## src/rtl/fifo_sync_param.sv

```systemverilog
// fifo_sync_param: single-clock FIFO with registered read data, occupancy
// count, threshold flags and sticky overflow/underflow error flags.
//
// Ports
//   clk_i            clock, every state update happens on its rising edge
//   rst_n_i          synchronous active-low reset
//   wr_en_i/wr_data_i  push request and the word to push
//   rd_en_i          pop request
//   rd_data_o        registered popped word, held while no pop occurs
//   rd_valid_o       one-cycle pulse, rd_data_o holds a freshly popped word
//   full_o/empty_o/almost_full_o/almost_empty_o  status from the count
//   count_o          occupancy, 0..DEPTH
//   overflow_o/underflow_o  sticky errors, cleared by clr_err_i
module fifo_sync_param #(
  parameter int DATA_WIDTH = 8,
  parameter int ADDR_WIDTH = 4,
  parameter int AF_THRESH  = 12,
  parameter int AE_THRESH  = 4
) (
  input  logic                  clk_i,
  input  logic                  rst_n_i,
  input  logic                  wr_en_i,
  input  logic [DATA_WIDTH-1:0] wr_data_i,
  input  logic                  rd_en_i,
  output logic [DATA_WIDTH-1:0] rd_data_o,
  output logic                  rd_valid_o,
  output logic                  full_o,
  output logic                  empty_o,
  output logic                  almost_full_o,
  output logic                  almost_empty_o,
  output logic [ADDR_WIDTH:0]   count_o,
  output logic                  overflow_o,
  output logic                  underflow_o,
  input  logic                  clr_err_i
);

  localparam int DEPTH = 1 << ADDR_WIDTH;
  localparam logic [ADDR_WIDTH:0]   DEPTH_C = (ADDR_WIDTH+1)'(DEPTH);
  localparam logic [ADDR_WIDTH:0]   AF_C    = (ADDR_WIDTH+1)'(AF_THRESH);
  localparam logic [ADDR_WIDTH:0]   AE_C    = (ADDR_WIDTH+1)'(AE_THRESH);
  localparam logic [ADDR_WIDTH:0]   CNT_ONE = (ADDR_WIDTH+1)'(1);
  localparam logic [ADDR_WIDTH-1:0] PTR_ONE = ADDR_WIDTH'(1);

  logic [DATA_WIDTH-1:0] mem_q [DEPTH];
  logic [ADDR_WIDTH-1:0] wr_ptr_q, wr_ptr_d, rd_ptr_q, rd_ptr_d;
  logic [ADDR_WIDTH:0]   count_q, count_d;
  logic [DATA_WIDTH-1:0] rd_data_q, rd_data_d;
  logic                  rd_valid_q, rd_valid_d;
  logic                  ovf_q, ovf_d, unf_q, unf_d;
  logic                  wr_acc, rd_acc;

  // Flags come straight from the registered count, so they move on the
  // same edge as count itself.
  assign full_o         = (count_q == DEPTH_C);
  assign empty_o        = (count_q == '0);
  assign almost_full_o  = (count_q >= AF_C);
  assign almost_empty_o = (count_q <= AE_C);

  // Acceptance uses the pre-edge flags: a full FIFO still accepts a read
  // alongside a rejected write, and an empty one the reverse.
  assign wr_acc = wr_en_i & ~full_o;
  assign rd_acc = rd_en_i & ~empty_o;

  always_comb begin
    wr_ptr_d   = wr_ptr_q;
    rd_ptr_d   = rd_ptr_q;
    count_d    = count_q;
    rd_data_d  = rd_data_q;
    rd_valid_d = 1'b0;
    if (wr_acc) wr_ptr_d = wr_ptr_q + PTR_ONE;
    if (rd_acc) begin
      rd_ptr_d   = rd_ptr_q + PTR_ONE;
      rd_data_d  = mem_q[rd_ptr_q];
      rd_valid_d = 1'b1;
    end
    case ({wr_acc, rd_acc})
      2'b10:   count_d = count_q + CNT_ONE;
      2'b01:   count_d = count_q - CNT_ONE;
      default: count_d = count_q;
    endcase
    // A new error in the clearing cycle wins over the clear.
    ovf_d = (ovf_q & ~clr_err_i) | (wr_en_i & full_o);
    unf_d = (unf_q & ~clr_err_i) | (rd_en_i & empty_o);
  end

  always_ff @(posedge clk_i) begin
    if (!rst_n_i) begin
      wr_ptr_q   <= '0;
      rd_ptr_q   <= '0;
      count_q    <= '0;
      rd_data_q  <= '0;
      rd_valid_q <= 1'b0;
      ovf_q      <= 1'b0;
      unf_q      <= 1'b0;
    end else begin
      wr_ptr_q   <= wr_ptr_d;
      rd_ptr_q   <= rd_ptr_d;
      count_q    <= count_d;
      rd_data_q  <= rd_data_d;
      rd_valid_q <= rd_valid_d;
      ovf_q      <= ovf_d;
      unf_q      <= unf_d;
    end
  end

  // Storage is never cleared; a write on a reset edge is dropped.
  always_ff @(posedge clk_i) begin
    if (rst_n_i && wr_acc) mem_q[wr_ptr_q] <= wr_data_i;
  end

  assign rd_data_o   = rd_data_q;
  assign rd_valid_o  = rd_valid_q;
  assign count_o     = count_q;
  assign overflow_o  = ovf_q;
  assign underflow_o = unf_q;

endmodule

```

## config.mk

```make
export PLATFORM = sky130hd
export DESIGN_NAME = fifo_sync_param
export DESIGN_NICKNAME = d
export VERILOG_FILES = /design/src/rtl/fifo_sync_param.sv
export SDC_FILE = /design/constraint.sdc
export NUM_CORES = 1
export LEC_CHECK = 0
export BUFFER_PORTS_ARGS = -buffer_cell sky130_fd_sc_hd__buf_2
export CELL_PAD_IN_SITES_DETAIL_PLACEMENT = 1
export CELL_PAD_IN_SITES_GLOBAL_PLACEMENT = 2
export CORE_MARGIN = 2
export CORE_UTILIZATION = 48
export CTS_CLUSTER_SIZE = 20
export DETAILED_ROUTE_END_ITERATION = 16
export PLACE_DENSITY = 0.85
export SYNTH_ARGS = -nofsm -noshare
export SYNTH_HDL_FRONTEND = slang
export SYNTH_SLANG_ARGS = --single-unit
```

## constraint.sdc

```tcl
create_clock -name clk_i -period 4.4 [get_ports clk_i]
set_input_delay 0.88 -clock clk_i [delete_from_list [all_inputs] [get_ports clk_i]]
set_output_delay 0.88 -clock clk_i [all_outputs]
set_load 0.005 [all_outputs]
```

Word level (Yosys, flattened, before mapping):

Memories as Yosys holds them, arrays and structs flattened. A register that Yosys moved wholly into a read port is not among the register bits.
Index checks and enable logic that the tools add are counted.

* memory bits (writable): 128
* flip-flop bits (word level): 16
* output and inout bits: 20
* memories kept: 1
* word-level logic and storage cells: 35

* equal/unequal tests: 3
* add/sub/neg operators: 4
* magnitude comparators: 2
* bitwise gates (word level): 11
* reductions and logical operators: 4
* muxes and demuxes: 4

Memories
* mem_q: words 16, bits a word 8, rd ports 1, clocked after Yosys merged registers in 1, wr ports 1, RTL line 44 `logic [DATA_WIDTH-1:0] mem_q [DEPTH];`

Operators with widths (number)
* $pmux 5 s2: 1
* $add 4x1->4 const B: 2
* $and 1x1->1: 6
* $add 5x1->5 const B: 1
* $eq 5x5->1 const B: 1
* $ge 5x4->1 const B: 1
* $le 5x3->1 const B: 1
* $logic_not 5->1: 1
* $sub 5x1->5 const B: 1
* $mux 1: 3
* $not 1->1: 3
* $eq 2x1->1 const B: 1
* $eq 2x2->1 const B: 1
* $or 1x1->1: 2
* $reduce_bool 2->1: 1
* $logic_and 1x1->1: 1
* $logic_not 1->1: 1

Longest topological paths before layout:

Gate-level depths: netlist (run 1).

* word-level depth: 6
* gate-level depth with buffers: 11

Worst setup path before layout (run 1):

No wires, ideal clock.

* path type: input port to flip-flop
* start: in rd_en_i
* end: reg count_q[4] (netlist: count_o[4])
* library setup time: 0.072 ns
* data arrival time: 2.784 ns
* slack: 1.545 ns
* stages on the path: 9
* path through: a21boi_0 -> buf_2 -> buf_2 -> ha_1 -> ha_1 -> a21o_1 -> a21oi_1 -> mux2i_1 -> mux2i_1

* longest elaborated chain between the ends: 3

Ends and longest elaborated chain
* from (decl): RTL line 24 `input logic rd_en_i,`
* $and 1x1->1 *: RTL line 62 `assign rd_acc = rd_en_i & ~empty_o;`
* net rd_acc: RTL line 50 `logic wr_acc, rd_acc;`
* $eq 2x1->1 / $eq 2x2->1 (equally long branches): RTL line 76 `case ({wr_acc, rd_acc})`
* $pmux 5 s2 / $reduce_bool 2->1 (equally long branches)
* to (signal assigned): RTL line 98 `count_q <= count_d;`
* to (decl): RTL line 46 `logic [ADDR_WIDTH:0] count_q, count_d;`

Mark *: on every way through the listed nets, which the timed path passes. The rest lies on a longest branch.
A chain may end at the register's enable or synchronous reset.

Worst setup path after layout (run 1):

* start: reg count_q[0] (netlist: count_o[0])
* end: reg count_q[4] (netlist: count_o[4])

* longest elaborated chain between the ends: 5

Ends and longest elaborated chain (RTL line)
* $eq 5x5->1 / $logic_not 5->1 (equally long branches): 54, 55
* $not 1->1 (on tied branches): 61, 62
* $and 1x1->1 (on tied branches): 61, 62
* $eq 2x1->1 / $eq 2x2->1 (equally long branches): 76
* $pmux 5 s2 / $reduce_bool 2->1 (equally long branches)

Several ways; a longest one is shown, not always the timed one.

==> results of run 1 <==
-- flip-flops by register name (all words and copies together) (netlist names) --
name,flops
overflow_o,1
mem_q,128
rd_data_o,8
underflow_o,1
rd_valid_o,1
count_o,5
wr_ptr_q,4
rd_ptr_q,4
-- synthesized netlist by cell type (all sizes together) --
library cell and number:
nor2b 6, nor4 9, mux2i 69, o22ai 32
a21o 2, o21ai 10, fa 1, and3 2
a22oi 2, xnor2 7, or3b 4, buf 16
o211ai 4, or4 1, a21boi 2, and2 9
nor3 1, inv 5, dfxtp 24, a21oi 10
or3 1, ha 9, edfxtp 128, xor2 2
clkbuf 7, nand3 3, nand2b 1, nor2 19
nand2 8, nand3b 5, o21a 1
-- cell families (layout without fill, tap and decap cells) --
logic type | Yosys count | in the layout | share of synthesized area [%]
buffers and inverters | 28 | 71 | 1.98
adders and majority gates | 10 | 10 | 2.17
AOI/OAI and AO/OA | 63 | 63 | 6.56
muxes | 69 | 69 | 11.3
xor gates and xnor gates | 9 | 9 | 1.29
and+or+nand+nor | 69 | 69 | 6.15
DFF | 152 | 152 | 70.6
-- through the flow --
step	std cells	util, %	area (sq um)	hold slack (ps)	setup slack, ps
after floorplan	400	-	6130	525	1540
after global routing	615	56.2	7030	584	1320
after global placement	583	51.3	6420	512	1280
after detailed placement	583	51.3	6420	530	1190
after CTS	615	56.2	7030	549	1570
final	615	56.2	7030	542	1580
-- cell type report --
class,count,area [sq um],area share [%]
clock inverter,15,191,2.72
tap,172,215,3.06
inverter,5,18.8,0.267
multi-input combinational,220,1680,23.9
clock buffer,17,425,6.05
sequential,152,4330,61.5
timing repair buffer,34,175,2.49
-- power by group --
| part | internal [mW] | leakage [nW] | switching [mW] | total (mW) |
|---|---|---|---|---|
| clock | 0.903 | 0.285 | 0.608 | 1.51 |
| sequential | 1.65 | 1.35 | 0.0925 | 1.74 |
| combinational | 0.251 | 0.673 | 0.378 | 0.629 |
-- path summary, 6_finish.rpt --
kind / cells past startpoint / endpoint / slack (ps)
worst min-delay path: 2 / overflow_o / 540
worst min register to register: 2 / overflow_o / 540
worst max register to register: 9 / count_o[4] / 1580
worst max-delay path: 9 / count_o[4] / 1580
-- metal layers --
layer  vias up  GRT usage (%)  wire [um]  part of all wire (%)
li1       1602              -          -                     -
met1      1785           30.0       6150                    44
met2        64           35.3       7060                    51
met3        17           5.25        495                   3.5
met4         0           9.49        257                   1.8
met5         -              0          0                     0
-- critical path: cells and delay by family, from the launching register on --
family          cells  cell delay [ps]
buf+inv             1              100
mux                 2              430
simple gates        1              140
flops               1              500
fa+ha+maj           2              730
compound gates      3              850
==> run metrics, run 1 <==
register clock-pin slew on the reported worst setup and hold paths=60 ps; sequential fraction of the synthesis area=70.6%; RSZ-0062 raised after global routing=false; HPWL Detailed=8820 um; total number of yosys warnings=0; Slew Viols, Final=0; Synth-to-Final Area Change=14.8%; crit end category=flop; Antenna Nets Post-Route=0; IO buf count=32; Die Y=117 um; fill count=1,202; Synth area leader=edfxtp_1; min cycle time layout=2820 ps; CTS-repair resized insts=0; slowest cell on the critical path=dfxtp_1; #FFs+latches synth=152; Synth top area share=62.7%; core box area=0.0125 sq mm; Total GRT Usage=22.4%; Layout Skew=6.97 ps; CTS Sinks=152; synthesized area=0.00613 sq mm; Max Cap Violations=0; vias in the first global route=3,641; worst flop-to-flop path startpoint=count_o[0]; syn avg cell area=15.3 sq um; Syn Inst Count=400; Die X=117 um; grt ovf=0; largest net degree at the start of global routing=55; num ports=33; Max Clk Rate=354 MHz; post-CTS setup buffer count=0; CTS tree=built; most frequent cells in the layout=edfxtp_1, mux2i_1, o22ai_1, buf_2, dfxtp_1; Rel. slew slack=35.6%; Final period util=64.2%; clk buf depth=2; Hold Fails Final Rpt=0; share of layout cells above drive strength 1=16.3%; Antenna Cells=0; Final GP Congestion=0.785; Total Wirelength=14,000 um; Fin Setup TNS=0 ps; DRT Pass-1 Iters=5; Max stage delay on crit path=500 ps; Vias per Instance=5.64; Worst IR Drop VDD=0.374 mV; syn nets=423; pwr/cell area=552 mW/mm^2; WL/cell=22.7 um; Critical Path Fanout Max=7; startpoint types=flop; nets=453; DR iter-0 viols=254; initial antenna violation count=0; most frequent cell on the critical path=mux2i_1; Crit Path Category=flop to flop; Hold-fix buffers, CTS=0; area of the die=0.0137 sq mm; Initial Utilization=48.9%; worst-skew pair later-pin latency=430 ps; Cell Chain, Critical Path=nor4_1 > a21boi_1 > inv_1 > ha_1 > fa_1 > a21o_1 > a21oi_1 > mux2i_1 > mux2i_1; Synth cell types=36; worst hold path type=flop to flop; leak pwr=2.31 nW; H-tree depth=4; Final setup viols=0; status=completed; worst endpoint required time=4760 ps; first-pass GRT wire length=21,400 um; top post-synthesis cells by area=edfxtp_1, mux2i_1, dfxtp_1; Vias=3,468; Hold Crit Start=overflow_o; commonest non-fill, non-tap cell in the layout=edfxtp_1; drc violations=0; Clock Root Buffer=clkbuf_16; CP arrival=3180 ps; worst setup path startpoint=count_o[0]; Rows=41; slew of the pin with the lowest slew margin=967 ps; Total Power Consumption=3.88 mW; Num CTS Buffers=17
Power figures use the tool's default switching activity.
==> run 2, diff against run 1 <==
--- a/config.mk
+++ b/config.mk
@@ -9,10 +9,10 @@
 export CELL_PAD_IN_SITES_DETAIL_PLACEMENT = 1
 export CELL_PAD_IN_SITES_GLOBAL_PLACEMENT = 2
 export CORE_MARGIN = 2
-export CORE_UTILIZATION = 48
+export CORE_UTILIZATION = 44
 export CTS_CLUSTER_SIZE = 20
 export DETAILED_ROUTE_END_ITERATION = 16
-export PLACE_DENSITY = 0.85
+export PLACE_DENSITY = 0.79
 export SYNTH_ARGS = -nofsm -noshare
 export SYNTH_HDL_FRONTEND = slang
 export SYNTH_SLANG_ARGS = --single-unit
==> constraint.sdc (replaced) <==
create_clock -name clk_i -period 2.75 [get_ports clk_i]
set_input_delay 0.55 -clock clk_i [delete_from_list [all_inputs] [get_ports clk_i]]
set_output_delay 0.55 -clock clk_i [all_outputs]
set_load 0.005 [all_outputs]
==> run metrics, run 2 (synthesis gave the netlist of run 1 again) <==
Antenna Nets Post-Route=0; Layout Skew=8.60 ps; most frequent cell on the critical path=mux2i_1; cell area after placement=0.00655 sq mm; Antenna Cells=0; CP top delay family=adder cells; Final period util=90.0%; slew of the pin with the lowest slew margin=894 ps; Final setup viols=0; most frequent cells in the layout=edfxtp_1, mux2i_1, o22ai_1, buf_2, dfxtp_1; pwr/cell area=868 mW/mm^2; Total GRT Usage=20.5%; Die X=122 um; grt ovf=0; post-CTS setup buffer count=0; worst setup path startpoint=count_o[1]; pre-CTS setup slack=192 ps; CTS Sinks=152; Num CTS Buffers=17; area of the die=0.0149 sq mm; WP depth=8; Rel. slew slack=40.2%; Final WS setup=275 ps; status=completed; CP bufs+invs=0; Clock Root Buffer=clkbuf_16; drc violations=0; Max stage delay on crit path=430 ps; core box area=0.0137 sq mm; IO buf count=32; Hold-fix buffers, CTS=0; r2r setup slk=280 ps; Max Clk Rate=404 MHz; Hold Crit Start=rd_en_i; RSZ-0062 raised after global routing=false; first-pass GRT wire length=21,600 um; min cycle time layout=2470 ps; worst endpoint required time=3100 ps; share of layout cells above drive strength 1=18.3%; DR iter-0 viols=265; worst hold endpoint=underflow_o; worst-skew pair later-pin latency=420 ps; HPWL Detailed=9370 um; worst flop-to-flop path startpoint=count_o[1]; crit end category=flop; WL/cell=22.0 um; Final GP Congestion=0.784; Critical Path Fanout Max=7; fin area=0.00717 sq mm; DRT Pass-1 Iters=4; worst hold path type=input port to flop; Synth-to-Final Area Change=17.0%; num ports=33; Vias per Instance=5.48; largest net degree at the start of global routing=65; fill count=1,325; Initial Utilization=44.7%; Hold Fails Final Rpt=0; Top reg by flops=mem_q; Vias=3,495; H-tree depth=4; terminus of the critical flop-to-flop path=count_o[4]; slowest cell on the critical path=fa_1; commonest non-fill, non-tap cell in the layout=edfxtp_1; Slew Viols, Final=0; Worst Hold Depth=3; Cell Chain, Critical Path=nor4_2 > a21boi_1 > ha_1 > fa_1 > a21o_1 > a21oi_1 > mux2i_1 > mux2i_1; Worst IR Drop VDD=0.416 mV; vias in the first global route=3,720; number of flip-flops in the largest register=128; CTS tree=built; Die Y=122 um; Max Cap Violations=0; R2R depth=8; CP arrival=2830 ps; Fin Setup TNS=0 ps; Rows=43; Crit Path Category=flop to flop; Total Wirelength=14,100 um; initial antenna violation count=0; nets=468; clk buf depth=2; register clock-pin slew on the reported worst setup and hold paths=60 ps; leak pwr=2.41 nW; startpoint types=flop
run 2: cell count changes in the layout (fill, tap and decap cells not counted):
cell	previous run	this run
clkinv_4	2	1
clkinvlp_4	5	0
bufinv_16	3	4
nor4_1	9	8
clkbuf_8	0	1
buf_4	2	16
buf_12	0	1
clkbuf_1	0	4
inv_6	4	0
nor4_2	0	1
clkinv_2	0	5
inv_8	1	0
run 2: power breakdown:
part	internal, mW	switching (mW)
clock	1.53	0.846
sequential	2.64	0.141
combinational	0.431	0.625
total	4.61	1.61
run 2: final cells by class:
class,count,area [sq um],share of cell area (%)
multi-input combinational,220,1690,23.5
clock buffer,22,454,6.34
timing repair buffer,49,300,4.19
tap,180,225,3.14
sequential,152,4330,60.4
inverter,5,18.8,0.262
clock inverter,10,154,2.15
run 2: timing repair:
item,in CTS,in global routing
gates resized for setup,0,1
endpoints found under the setup margin,0,1
hold endpoints to repair,0,0
run 2: worst max-delay path by stage:
stage	endpoint	slack, ps
2_1_floorplan	count_o[4]	80
3_3_place_gp	count_o[4]	270
3_5_place_dp	count_o[4]	190
4_1_cts	count_o[4]	170
5_1_grt	count_o[4]	80
6_report	count_o[4]	280
run 2: metrics by stage:
stage | utilization, % | std cells | hold WS [ps] | power [mW]
floorplan | - | 400 | 525 | 3.44
global placement | 47.8 | 606 | 513 | 3.84
detailed placement | 47.8 | 606 | 528 | 3.88
CTS | 52.2 | 638 | 466 | 6.28
global route | 52.2 | 638 | 508 | 6.49
finish | 52.2 | 638 | 481 | 6.22
run 2: worst reg2reg max path: cells and delay by family, from the launching register on:
family	cells	cell delay, ps
compound gates	3	520
simple gates	1	350
fa+ha+maj	2	730
mux	2	440
flops	1	380
run 2: metal layers:
layer	vias to the layer above	routed length [um]	track usage, %	part of all wire (%)
li1	1633	-	-	-
met1	1774	5950	25.7	42
met2	72	7290	34.4	52
met3	16	616	4.54	4.4
met4	0	214	8.41	1.5
met5	-	0	0	0
==> run 3, diff against run 2 <==
--- a/config.mk
+++ b/config.mk
@@ -5,13 +5,16 @@
 export SDC_FILE = /design/constraint.sdc
 export NUM_CORES = 1
 export LEC_CHECK = 0
+export ABC_CLOCK_PERIOD_IN_PS = 2750
 export BUFFER_PORTS_ARGS = -buffer_cell sky130_fd_sc_hd__buf_2
 export CELL_PAD_IN_SITES_DETAIL_PLACEMENT = 1
 export CELL_PAD_IN_SITES_GLOBAL_PLACEMENT = 2
+export CORE_ASPECT_RATIO = 0.75
 export CORE_MARGIN = 2
 export CORE_UTILIZATION = 44
 export CTS_CLUSTER_SIZE = 20
 export DETAILED_ROUTE_END_ITERATION = 16
+export MAX_ROUTING_LAYER = met4
 export PLACE_DENSITY = 0.79
 export SYNTH_ARGS = -nofsm -noshare
 export SYNTH_HDL_FRONTEND = slang
==> run metrics, run 3 (synthesis gave the netlist of run 1 again) <==
worst endpoint required time=2200 ps; Die Y=106 um; first-pass GRT wire length=22,300 um; Top reg by flops=mem_q; Max Cap Violations=0; Critical Path End=full_o; Die X=140 um; vias in the first global route=3,716; DRT Pass-1 Iters=4; CP top delay family=simple AND/OR/NAND/NOR gates; Layout Skew=8.58 ps; Final period util=89.7%; worst hold path type=input port to flop; min cycle time layout=2470 ps; nets=474; Int Power=4.23 mW; clock share of power=33.9%; Antenna Cells=0; pre-CTS setup slack=156 ps; commonest non-fill, non-tap cell in the layout=edfxtp_1; Antenna Nets Post-Route=0; Final GP Congestion=0.787; WL/cell=22.6 um; CTS-repair resized insts=0; CP bufs+invs=2; IO buf count=32; worst-skew pair later-pin latency=420 ps; Slew Viols, Final=0; RSZ-0062 raised after global routing=false; R2R depth=9; Total Wirelength=14,400 um; worst flop-to-flop path startpoint=count_o[2]; core box area=0.0137 sq mm; slowest cell on the critical path=or4_1; Initial Utilization=44.9%; Cell Chain, Critical Path=buf_4 > or4_1 > nor2_1 > buf_2; Synth-to-Final Area Change=16.0%; area of the die=0.0149 sq mm; largest net degree at the start of global routing=30; Crit Path Category=flop to primary output; DR iter-0 viols=226; register clock-pin slew on the reported worst setup and hold paths=60 ps; Comb pwr share=18.8%; Total GRT Usage=21.5%; number of flip-flops in the largest register=128; Hold-fix buffers, CTS=0; share of layout cells above drive strength 1=19.4%; Num CTS Buffers=17; Rows=37; Hold Fails Final Rpt=0; Vias=3,513; CTS tree=built; slew of the pin with the lowest slew margin=798 ps; Max stage delay on crit path=690 ps; Rel. slew slack=46.6%; Vias per Instance=5.50; Critical Path Fanout Max=6; grt ovf=0; HPWL Detailed=9770 um; CTS Sinks=152; initial antenna violation count=0; clk buf depth=2; H-tree depth=4; CP arrival=1920 ps; status=completed; WP depth=4; Final setup viols=0; worst setup path startpoint=count_o[0]; leak pwr=2.38 nW; startpoint types=flop; Worst IR Drop VDD=0.581 mV; crit end category=primary output; Fin Setup TNS=0 ps; pwr/cell area=827 mW/mm^2; terminus of the critical flop-to-flop path=count_o[4]; drc violations=0; most frequent cells in the layout=edfxtp_1, mux2i_1, o22ai_1, buf_2, dfxtp_1; Switching Fraction=28.0%; NetSw=1.65 mW; Final WS setup=282 ps; Seq pwr share=47.3%; num ports=33; Clock Root Buffer=clkbuf_16; post-CTS setup buffer count=0; Max Clk Rate=405 MHz; r2r setup slk=310 ps
## run 3: changes by cell type in the layout (fill, tap and decap cells not counted)
cell	change
buf_4	+6
clkbuf_8	-1
bufinv_16	-4
a21boi_2	+1
a21boi_1	-1
clkbuf_1	+1
clkinv_2	+2
clkinvlp_4	+3
clkinv_4	-1
## run 3: cell type report
cell class,instances,area (sq um)
fillers,1309,6550
flip-flops and latches,152,4330
multi-input cells,220,1690
clock buffers,22,444
repair buffers,55,345
well taps,175,219
clock inverters,10,57.6
inverters,5,18.8
## run 3: power by group through the flow
stage | clock [mW] | sequential [mW] | combinational (mW)
after floorplan | 0 | 2.78 | 0.659
after global placement | 0 | 2.81 | 1.07
after detailed placement | 0 | 2.82 | 1.11
after CTS | 2.03 | 2.77 | 1.11
after global routing | 2.13 | 2.79 | 1.22
final | 1.99 | 2.78 | 1.11
## run 3: worst min path at each step
stage / startpoint / end / slack (ps) / cells after the start
after global placement: underflow_o / underflow_o / 520 / 2
after detailed placement: overflow_o / overflow_o / 530 / 2
after CTS: rd_en_i / underflow_o / 440 / 3
final: rd_en_i / underflow_o / 470 / 3
after global routing: wr_en_i / overflow_o / 480 / 3
after floorplan: overflow_o / overflow_o / 520 / 2
## run 3: metal layers
layer	up-vias	track usage (%)	wire length, um
met2	76	31.8	6620
met4	0	6.13	156
met3	15	5.68	735
li1	1639	-	-
met5	-	-	0
met1	1783	29.6	6900
## run 3: stage by stage
| step | cells | hold WS (ps) | total power, mW | utilization [%] | area (sq um) |
|---|---|---|---|---|---|
| after global placement | 607 | 515 | 3.88 | 48.3 | 6600 |
| after global routing | 639 | 479 | 6.14 | 52.0 | 7100 |
| after CTS | 639 | 444 | 5.92 | 52.0 | 7100 |
| after detailed placement | 607 | 532 | 3.93 | 48.3 | 6600 |
| final | 639 | 468 | 5.87 | 52.0 | 7100 |
| after floorplan | 400 | 525 | 3.44 | - | 6130 |
## run 3: tightest hold or removal path: stages
cell	delay [ps]
buf_2	120
a22oi_1	70
nor2b_1	100
